**src/rtl/if_fetch_ctrl_pkg.sv**
```systemverilog
// Shared fetch-stage definitions: bus widths, chip-enable levels and sequencer states.
package if_fetch_ctrl_pkg;

    localparam int          INST_ADDR_BUS = 32;
    localparam int          INST_BUS      = 32;
    localparam logic        CHIP_ENABLE   = 1'b1;
    localparam logic        CHIP_DISABLE  = 1'b0;
    localparam logic [31:0] ZERO_WORD     = 32'h0000_0000;
    localparam logic [31:0] IF_PC_STEP    = 32'd4;

    typedef enum logic [1:0] {
        IF_ST_BOOT    = 2'd0,
        IF_ST_FETCH   = 2'd1,
        IF_ST_STALLED = 2'd2
    } if_state_e;

    // Instruction addresses are word aligned; low bits of redirect targets are dropped.
    function automatic logic [INST_ADDR_BUS-1:0] word_align(input logic [INST_ADDR_BUS-1:0] a);
        return {a[INST_ADDR_BUS-1:2], 2'b00};
    endfunction

endpackage

```
**src/rtl/if_fetch_ctrl_if_id_reg.sv**
```systemverilog
// IF/ID pipeline register: squash clears to a bubble, hold freezes, otherwise loads a valid fetch.
module if_id_reg
    import if_fetch_ctrl_pkg::*;
(
    input  logic                     clk,
    input  logic                     rst,
    input  logic                     i_hold,
    input  logic                     i_squash,
    input  logic [INST_ADDR_BUS-1:0] i_pc,
    input  logic [INST_BUS-1:0]      i_inst,
    output logic [INST_ADDR_BUS-1:0] o_id_pc,
    output logic [INST_BUS-1:0]      o_id_inst,
    output logic                     o_id_valid
);

    logic [INST_ADDR_BUS-1:0] r_pc;
    logic [INST_BUS-1:0]      r_inst;
    logic                     r_valid;

    always_ff @(posedge clk) begin
        if (rst || i_squash) begin
            r_pc    <= ZERO_WORD;
            r_inst  <= ZERO_WORD;
            r_valid <= 1'b0;
        end else if (!i_hold) begin
            r_pc    <= i_pc;
            r_inst  <= i_inst;
            r_valid <= 1'b1;
        end
    end

    assign o_id_pc    = r_pc;
    assign o_id_inst  = r_inst;
    assign o_id_valid = r_valid;

endmodule

```
**src/rtl/if_fetch_ctrl.sv**
```systemverilog
// Instruction-fetch sequencer: PC, ROM enable, boot delay and stall/flush/branch priority.
// Build option IF_DELAY_SLOT_EN keeps the instruction fetched alongside a branch (delay slot).
module if_fetch_ctrl
    import if_fetch_ctrl_pkg::*;
#(
    parameter logic [31:0] RESET_PC   = 32'h0000_0000,
    parameter int          BOOT_DELAY = 2
) (
    input  logic                     clk,
    input  logic                     rst,
    input  logic                     stall_i,
    input  logic                     flush_i,
    input  logic [INST_ADDR_BUS-1:0] new_pc_i,
    input  logic                     branch_flag_i,
    input  logic [INST_ADDR_BUS-1:0] branch_target_i,
    input  logic [INST_BUS-1:0]      rom_data_i,
    output logic [INST_ADDR_BUS-1:0] rom_addr_o,
    output logic                     rom_ce_o,
    output logic [INST_ADDR_BUS-1:0] id_pc_o,
    output logic [INST_BUS-1:0]      id_inst_o,
    output logic                     id_valid_o
);

`ifdef IF_DELAY_SLOT_EN
    localparam bit DELAY_SLOT = 1'b1;
`else
    localparam bit DELAY_SLOT = 1'b0;
`endif

    localparam logic [3:0] BOOT_LAST = 4'(BOOT_DELAY - 1);

    if_state_e                r_state;
    logic [3:0]               r_boot_cnt;
    logic [INST_ADDR_BUS-1:0] r_pc;
    logic                     r_ce;

    logic w_running;
    logic w_hold;
    logic w_squash;

    // STALLED differs from FETCH only in name: both apply the same priority each cycle.
    assign w_running = (r_state != IF_ST_BOOT);
    assign w_hold    = w_running && !flush_i && stall_i;
    assign w_squash  = !w_running || flush_i ||
                       (branch_flag_i && !stall_i && !DELAY_SLOT);

    always_ff @(posedge clk) begin
        if (rst) begin
            r_state    <= IF_ST_BOOT;
            r_boot_cnt <= 4'd0;
            r_pc       <= RESET_PC;
            r_ce       <= CHIP_DISABLE;
        end else begin
            case (r_state)
                IF_ST_BOOT: begin
                    if (r_boot_cnt == BOOT_LAST) begin
                        r_state    <= IF_ST_FETCH;
                        r_boot_cnt <= 4'd0;
                        r_ce       <= CHIP_ENABLE;
                    end else begin
                        r_boot_cnt <= r_boot_cnt + 4'd1;
                    end
                end
                IF_ST_FETCH, IF_ST_STALLED: begin
                    r_ce <= CHIP_ENABLE;
                    if (flush_i) begin
                        r_pc    <= word_align(new_pc_i);
                        r_state <= IF_ST_FETCH;
                    end else if (stall_i) begin
                        r_state <= IF_ST_STALLED;
                    end else if (branch_flag_i) begin
                        r_pc    <= word_align(branch_target_i);
                        r_state <= IF_ST_FETCH;
                    end else begin
                        r_pc    <= r_pc + IF_PC_STEP;
                        r_state <= IF_ST_FETCH;
                    end
                end
                default: begin
                    r_state <= IF_ST_BOOT;
                    r_ce    <= CHIP_DISABLE;
                end
            endcase
        end
    end

    assign rom_addr_o = r_pc;
    assign rom_ce_o   = r_ce;

    if_id_reg u_if_id (
        .clk        (clk),
        .rst        (rst),
        .i_hold     (w_hold),
        .i_squash   (w_squash),
        .i_pc       (r_pc),
        .i_inst     (rom_data_i),
        .o_id_pc    (id_pc_o),
        .o_id_inst  (id_inst_o),
        .o_id_valid (id_valid_o)
    );

endmodule

```
**config.mk**
```make
export PLATFORM = sky130hd
export DESIGN_NAME = if_fetch_ctrl
export DESIGN_NICKNAME = d
export VERILOG_FILES = /design/src/rtl/if_fetch_ctrl_pkg.sv /design/src/rtl/if_fetch_ctrl_if_id_reg.sv /design/src/rtl/if_fetch_ctrl.sv
export SDC_FILE = /design/constraint.sdc
export NUM_CORES = 1
export LEC_CHECK = 0
export BUFFER_PORTS_ARGS = -buffer_cell sky130_fd_sc_hd__buf_2
export CAP_MARGIN = 20
export CORE_ASPECT_RATIO = 1.4
export CORE_UTILIZATION = 45
export CTS_CLUSTER_SIZE = 12
export DETAILED_ROUTE_END_ITERATION = 10
export PLACE_DENSITY = 0.76
export SYNTH_ARGS = -nofsm -noshare
export SYNTH_HDL_FRONTEND = slang
export SYNTH_SLANG_ARGS = --single-unit
```
**constraint.sdc**
```tcl
create_clock -name clk -period 2.8 [get_ports clk]
set_input_delay 0.14 -clock clk [delete_from_list [all_inputs] [get_ports clk]]
set_output_delay 0.14 -clock clk [all_outputs]
set_load 0.01 [all_outputs]
```
==> out/metrics.csv, run 1 <==
metric,value,unit
worstSetupEndpointType,flip-flop,
ys_ff_latch,100,
critical_path_arrival,2640,ps
grt_max_degree,64,
worst_path_largest_cell_delay,650,ps
critical_path.endpoint,rom_addr_o[18]$_SDFFE_PP0P_,
cts_buffers,9,
report.final.hold_viol_count,0,
antenna_found_initial,0,
synth_enable_flop_cells,0,
insertion_delay,340,ps
fin_setup_tns,0,ps
design.die.area,10900,um^2
worst_slew_pin_slew,851,ps
first_global_vias,4588,
worst-path-buf-inv,0,
post_drt_via_cell_ratio,5.52,
crit_path_cell_count,6,
route.vias.total,5097,
ctsLongestPathBuffers,2,
post-route-drc-count,0,
dp.final_hpwl,10000,um
worst_hold_path_type,in2reg,
ctsHoldBuffers,0,
cp_max_fo,7,
synth.largest_area_cell,sky130_fd_sc_hd__dfxtp_1,
critical_path.cell_chain,ha_1 > nand4_4 > or4_1 > o31a_1 > or3_1 > a21oi_1,
syn_inst_count,617,
cts_repair_resize_count,0,
postSynth.asyncResetShare,0,
reg2reg_from,rom_addr_o[3]$_SDFFE_PP0P_,
fmaxAchievable,422,MHz
areaGrowthSynthToFinish,28.6,%
setup.worst_path.start_class,flip-flop,
number_of_cell_rows,43,
synth-seq-area-share,0.426,
clk_pin_slew_worst_paths,70,ps
clock-root-buffer,sky130_fd_sc_hd__clkbuf_16,
clock-skew-final,6.03,ps
gp_congestion,0.868,
grt_pass1_wl,22000,um
post_drt_wl_per_cell,15.4,um
p_leak,0.00266,uW
synthMostInstantiatedCell,sky130_fd_sc_hd__nand2_1,
io-pin-count,199,
post_synth_most_frequent_cells,"sky130_fd_sc_hd__nand2_1 (148), sky130_fd_sc_hd__dfxtp_1 (100), sky130_fd_sc_hd__a21oi_1 (98)",
proportion_of_layout_cells_with_a_drive_suffix_above_1,0.291,
antenna_diode_count,0,
htree_levels,3,
power.ir.vdd_worst,0.397,mV
tritoncts,done,
chipHeight,123,um
synth.top_cells.by_area,"sky130_fd_sc_hd__dfxtp_1 (43%), sky130_fd_sc_hd__nand2_1 (12%), sky130_fd_sc_hd__a21oi_1 (10%), sky130_fd_sc_hd__clkbuf_1 (3.3%), sky130_fd_sc_hd__nor2_1 (3.0%)",
final_area,6040,um^2
required,3070,ps
worst_hold_slack,39.1,ps
startpoint,rom_addr_o[3]$_SDFFE_PP0P_,
layout_min_cycle_time,2370,ps
yosys_synthesis_warning_count,0,
timing.final.setup_violations,0,
critical_path.slowest_cell,sky130_fd_sc_hd__or4_1,
placed_cell_area,5750,um^2
timing.final.max_slew_violations,0,
coreArea,10000,um^2
drv.max_cap_violation_count,0,
instances_no_fill,923,
netlist_area,4700,um^2
place_inst,906,
initialDrtViolationCount,403,
yosysTopAreaCellShare,0.426,
layout_worst_path_cycle_share,0.845,
netlist-cell-type-count,55,
timing.reg2reg.worst_path_depth,6,
firstDrtPassIters,5,
tot_gr_track_use,0.259,
ff2ff_setup_slack,430,ps
setup.worst_path.class,reg2reg,
worst_path_dominant_cell_family,simple AND/OR/NAND/NOR gates,
fp.dieW,88.4,um
wl,14200,um
crit-reg2reg-capture,rom_addr_o[18]$_SDFFE_PP0P_,
postSynth.topFlopCell,sky130_fd_sc_hd__dfxtp_1,
synth.avg_cell_area,7.62,um^2
route.antenna.remaining_nets,0,
fin_nets,887,
cts.sinks,100,
post-route-util,0.604,
io_buffers,190,
grt_setup_unrepaired,no,
power.density_cell_area,685,nW/um^2
initial_core_util,0.470,
gr-total-overflow,0,
max_slew_margin,0.425,
status,finished clean,
cts_setup_buffers,0,
[per-stage QoR]
step	power (uW)	setup WS [ps]
after detailed placement	3010	441
final	4140	433
after global routing	4380	300
after floorplan	2560	581
after global placement	2970	477
after CTS	4140	416
[power breakdown]
group / switching, uW / total [uW] / internal (uW)
clock: 527 / 1130 / 605
combinational: 721 / 1180 / 455
sequential: 245 / 1830 / 1590
total: 1490 / 4140 / 2650
[worst register-to-register path, delay by kind of cell (launching register included)]
kind | cells | cell delay, ps
DFF | 1 | 450
adders and majority gates | 1 | 320
and+or+nand+nor | 3 | 1140
AOI/OAI and AO/OA | 2 | 390
[area by class of cell]
type | instances | area, um^2
clock buffers | 11 | 233
clock inverters | 5 | 36.3
fillers | 935 | 3970
inverters | 8 | 30.0
multi-input cells | 461 | 2490
flip-flops and latches | 100 | 2000
well taps | 135 | 169
repair buffers | 203 | 1090
[cells in the final DEF, fill, tap and decap left out, types with 3 or more instances in the layout]
cell type	n
sky130_fd_sc_hd__buf_2	190
sky130_fd_sc_hd__nor4_1	5
sky130_fd_sc_hd__nor3_1	9
sky130_fd_sc_hd__a21oi_1	98
sky130_fd_sc_hd__clkbuf_16	9
sky130_fd_sc_hd__or4_1	3
sky130_fd_sc_hd__mux2i_1	4
sky130_fd_sc_hd__dfxtp_1	100
sky130_fd_sc_hd__inv_1	8
sky130_fd_sc_hd__and3_1	7
sky130_fd_sc_hd__a211oi_1	10
sky130_fd_sc_hd__conb_1	4
sky130_fd_sc_hd__nand2b_1	4
sky130_fd_sc_hd__xnor2_1	5
sky130_fd_sc_hd__xor2_1	5
sky130_fd_sc_hd__buf_4	10
sky130_fd_sc_hd__ha_1	3
sky130_fd_sc_hd__nand4_1	8
sky130_fd_sc_hd__clkinvlp_4	3
sky130_fd_sc_hd__a31oi_1	5
sky130_fd_sc_hd__a22oi_1	5
sky130_fd_sc_hd__nand2_1	148
sky130_fd_sc_hd__o41ai_1	6
sky130_fd_sc_hd__o211ai_1	8
sky130_fd_sc_hd__a221oi_1	3
sky130_fd_sc_hd__a22o_1	8
sky130_fd_sc_hd__buf_12	3
sky130_fd_sc_hd__o21a_1	3
sky130_fd_sc_hd__o21ai_0	26
sky130_fd_sc_hd__nand3_1	14
sky130_fd_sc_hd__nor2_1	36
[per-layer routing]
layer	vias up	share of wire	GRT usage
li1	2488	-	-
met5	-	0	0
met1	2374	0.41	0.319
met2	209	0.50	0.445
met4	0	0.023	0.101
met3	26	0.066	0.0434
[registers in the layout (all words and copies together), names as in the netlist]
signal / count
rom_ce_o: 1
r_state: 2
u_if_id.o_id_valid: 1
u_if_id.o_id_pc: 30
r_boot_cnt: 4
rom_addr_o: 30
u_if_id.o_id_inst: 32
[how the worst min path moves through the flow]
| stage | startpoint | end | slack [ps] | cells after the start |
|---|---|---|---|---|
| final | rom_data_i[29] | u_if_id.o_id_inst[29]$_SDFFE_PP0N_ | 40 | 3 |
| after detailed placement | rom_data_i[29] | u_if_id.o_id_inst[29]$_SDFFE_PP0N_ | 390 | 3 |
| after floorplan | rom_data_i[0] | u_if_id.o_id_inst[0]$_SDFFE_PP0N_ | 280 | 2 |
| after global placement | rom_data_i[4] | u_if_id.o_id_inst[4]$_SDFFE_PP0N_ | 390 | 3 |
| after CTS | rom_data_i[2] | u_if_id.o_id_inst[2]$_SDFFE_PP0N_ | 30 | 3 |
| after global routing | rom_data_i[29] | u_if_id.o_id_inst[29]$_SDFFE_PP0N_ | 40 | 3 |
[cell families after synthesis]
| logic type | after synthesis | share of synthesized area |
|---|---|---|
| DFF | 100 | 0.426 |
| other | 1 | 0.000798 |
| and+or+nand+nor | 252 | 0.245 |
| muxes | 5 | 0.0109 |
| xor gates and xnor gates | 10 | 0.0186 |
| buffers and inverters | 59 | 0.0514 |
| adders and majority gates | 3 | 0.00799 |
| AOI/OAI and AO/OA | 187 | 0.239 |
(Power assumes the default switching activity.)
==> run 2: changes to the inputs <==
--- a/config.mk
+++ b/config.mk
@@ -5,13 +5,14 @@
 export SDC_FILE = /design/constraint.sdc
 export NUM_CORES = 1
 export LEC_CHECK = 0
+export ABC_AREA = 1
 export BUFFER_PORTS_ARGS = -buffer_cell sky130_fd_sc_hd__buf_2
 export CAP_MARGIN = 20
 export CORE_ASPECT_RATIO = 1.4
 export CORE_UTILIZATION = 45
 export CTS_CLUSTER_SIZE = 12
 export DETAILED_ROUTE_END_ITERATION = 10
-export PLACE_DENSITY = 0.76
+export PLACE_DENSITY = 0.75
 export SYNTH_ARGS = -nofsm -noshare
 export SYNTH_HDL_FRONTEND = slang
 export SYNTH_SLANG_ARGS = --single-unit
==> constraint.sdc (replaced) <==
create_clock -name clk -period 2.3 [get_ports clk]
set_input_delay 0.115 -clock clk [delete_from_list [all_inputs] [get_ports clk]]
set_output_delay 0.115 -clock clk [all_outputs]
set_load 0.01 [all_outputs]
==> run 2 against run 1 <==
  * Largest power group unchanged
  * Clock-buffer cell count down 2
  * Largest cell class unchanged
  * Sequential share of layout area down 1.8 points
  * Clock skew rose by 4.3 ps
  * Via count increased by 7.4%
  * Area after synthesis up 7.1%
  * Total power increased by 25%
  * Fmax grew 30%
  * Sequential power rose by 19%
  * Combinational power increased by 16%
==> out/metrics.csv, run 2 <==
metric,value,unit
route.antenna.remaining_nets,0,
route.vias.total,5474,
setup.worst_path.class,reg2reg,
layout.cells.most_common,sky130_fd_sc_hd__nand2_1,
synth_enable_flop_cells,0,
worstSetupEndpointType,flip-flop,
power.density_cell_area,808,nW/um^2
p_leak,0.00294,uW
postSynth.topFlopCell,sky130_fd_sc_hd__dfxtp_1,
report.final.hold_viol_count,0,
design.die.area,11600,um^2
first_global_vias,4893,
critical_path_arrival,2100,ps
gp_congestion,0.943,
postSynth.asyncResetShare,0,
firstDrtPassIters,6,
timing.final.max_slew_violations,0,
htree_levels,3,
io-pin-count,199,
clock-root-buffer,sky130_fd_sc_hd__clkbuf_16,
cts.sinks,100,
power.ir.vdd_worst,0.483,mV
gr-total-overflow,0,
initial_core_util,0.463,
synthMostInstantiatedCell,sky130_fd_sc_hd__nand2_1,
grt_setup_unrepaired,no,
largest_reg_flops,32,
worst_hold_path_type,in2reg,
max_slew_margin,0.479,
clock-skew-final,10.3,ps
cp_max_fo,88,
fmaxAchievable,551,MHz
post_drt_via_cell_ratio,5.11,
worst_slew_pin_slew,781,ps
required,2580,ps
grt_pass1_wl,23900,um
drv.max_cap_violation_count,0,
proportion_of_layout_cells_with_a_drive_suffix_above_1,0.266,
grt_max_degree,89,
netlist-cell-type-count,36,
fin_nets,1028,
synth.top_cells.by_area,"sky130_fd_sc_hd__dfxtp_1 (40%), sky130_fd_sc_hd__nand2_1 (16%), sky130_fd_sc_hd__a21oi_1 (11%), sky130_fd_sc_hd__nor2_1 (6.9%), sky130_fd_sc_hd__o21ai_0 (4.4%)",
status,finished clean,
dp.final_hpwl,10700,um
power.total,5160,uW
synth.avg_cell_area,6.73,um^2
number_of_cell_rows,45,
io_buffers,190,
tritoncts,done,
synth-seq-area-share,0.398,
fp.dieW,91.4,um
post_synth_most_frequent_cells,"sky130_fd_sc_hd__nand2_1 (216), sky130_fd_sc_hd__a21oi_1 (107), sky130_fd_sc_hd__dfxtp_1 (100)",
antenna_found_initial,2,
timing.final.setup_violations,0,
synth.largest_area_cell,sky130_fd_sc_hd__dfxtp_1,
cts_repair_resize_count,0,
layout_min_cycle_time,1820,ps
clk_pin_slew_worst_paths,80,ps
fin_setup_tns,0,ps
post-route-drc-count,0,
wl,14900,um
ys_ff_latch,100,
initialDrtViolationCount,215,
number_of_fillers_in_the_final_layout,1107,
tot_gr_track_use,0.258,
areaGrowthSynthToFinish,26.8,%
cts_buffers,9,
chipHeight,127,um
insertion_delay,350,ps
syn_inst_count,748,
netlist_area,5030,um^2
setup.worst_path.start_class,flip-flop,
yosysTopAreaCellShare,0.398,
mostFrequentLayoutCells,"sky130_fd_sc_hd__nand2_1 (216), sky130_fd_sc_hd__buf_2 (190), sky130_fd_sc_hd__a21oi_1 (107)",
yosys_synthesis_warning_count,0,
post_drt_wl_per_cell,13.9,um
layout_worst_path_cycle_share,0.789,
coreArea,10900,um^2
ctsLongestPathBuffers,2,
## run 2: repair_timing
action / in CTS / in global routing
hold endpoints to repair: 2 / 1
setup buffers: 0 / 0
hold buffers: 2 / 1
## run 2: where the power goes
group | switching (uW) | internal, uW
Combinational | 862 | 503
Clock | 732 | 876
Sequential | 247 | 1940
## run 2: path summary, 6_finish.rpt
| path | start | to | slack [ps] | cells past startpoint |
|---|---|---|---|---|
| worst max-delay path | r_state[0]$_SDFFE_PP0P_ | u_if_id.o_id_pc[8]$_SDFFE_PP0N_ | 480 | 7 |
| worst min register to register | u_if_id.o_id_inst[18]$_SDFFE_PP0N_ | u_if_id.o_id_inst[18]$_SDFFE_PP0N_ | 460 | 2 |
| worst max register to register | r_state[0]$_SDFFE_PP0P_ | u_if_id.o_id_pc[8]$_SDFFE_PP0N_ | 480 | 7 |
| worst min-delay path | rom_data_i[29] | u_if_id.o_id_inst[29]$_SDFFE_PP0N_ | 8 | 3 |
## run 2: critical path, stage by stage (launching register included)
cell and delay [ps]:
sky130_fd_sc_hd__dfxtp_1 320, sky130_fd_sc_hd__inv_1 70, sky130_fd_sc_hd__ha_1 240, sky130_fd_sc_hd__nor2_2 90, sky130_fd_sc_hd__inv_2 50, sky130_fd_sc_hd__buf_4 610
sky130_fd_sc_hd__o21ai_0 200, sky130_fd_sc_hd__a21oi_1 150
## run 2: area by class of cell
cell class,count,area [um^2],share of cell area
Clock inverter,7,87.6,0.0137
Clock buffer,9,225,0.0353
Multi-Input combinational cell,563,2630,0.413
Tap cell,141,176,0.0277
Timing Repair Buffer,205,1080,0.170
Inverter,45,169,0.0265
Antenna cell,1,2.50,0.000392
Sequential cell,100,2000,0.314
## run 2: logic make-up after synthesis
| family | after synthesis | share of synthesized area |
|---|---|---|
| xor gates and xnor gates | 7 | 0.0122 |
| DFF | 100 | 0.398 |
| adders and majority gates | 3 | 0.00746 |
| and+or+nand+nor | 374 | 0.314 |
| other | 1 | 0.000745 |
| buffers and inverters | 88 | 0.0816 |
| AOI/OAI and AO/OA | 175 | 0.186 |
## run 2: per-stage QoR
step	std cells	cell area, um^2	hold slack, ps	setup WS, ps	util
final	1071	6380	8.22	485	0.587
after floorplan	751	5040	184	741	-
after CTS	1069	6370	1.87	482	0.586
after global routing	1071	6380	1.76	248	0.587
after global placement	1051	6030	363	551	0.555
after detailed placement	1051	6030	373	509	0.555
## run 2: routing by layer
metal  part of all wire  vias to the layer above  track usage
met1               0.43                     2452        0.326
met4              0.029                        0        0.105
met2               0.47                      221        0.431
li1                   -                     2774            -
met5                  0                        -            0
met3              0.070                       27       0.0482
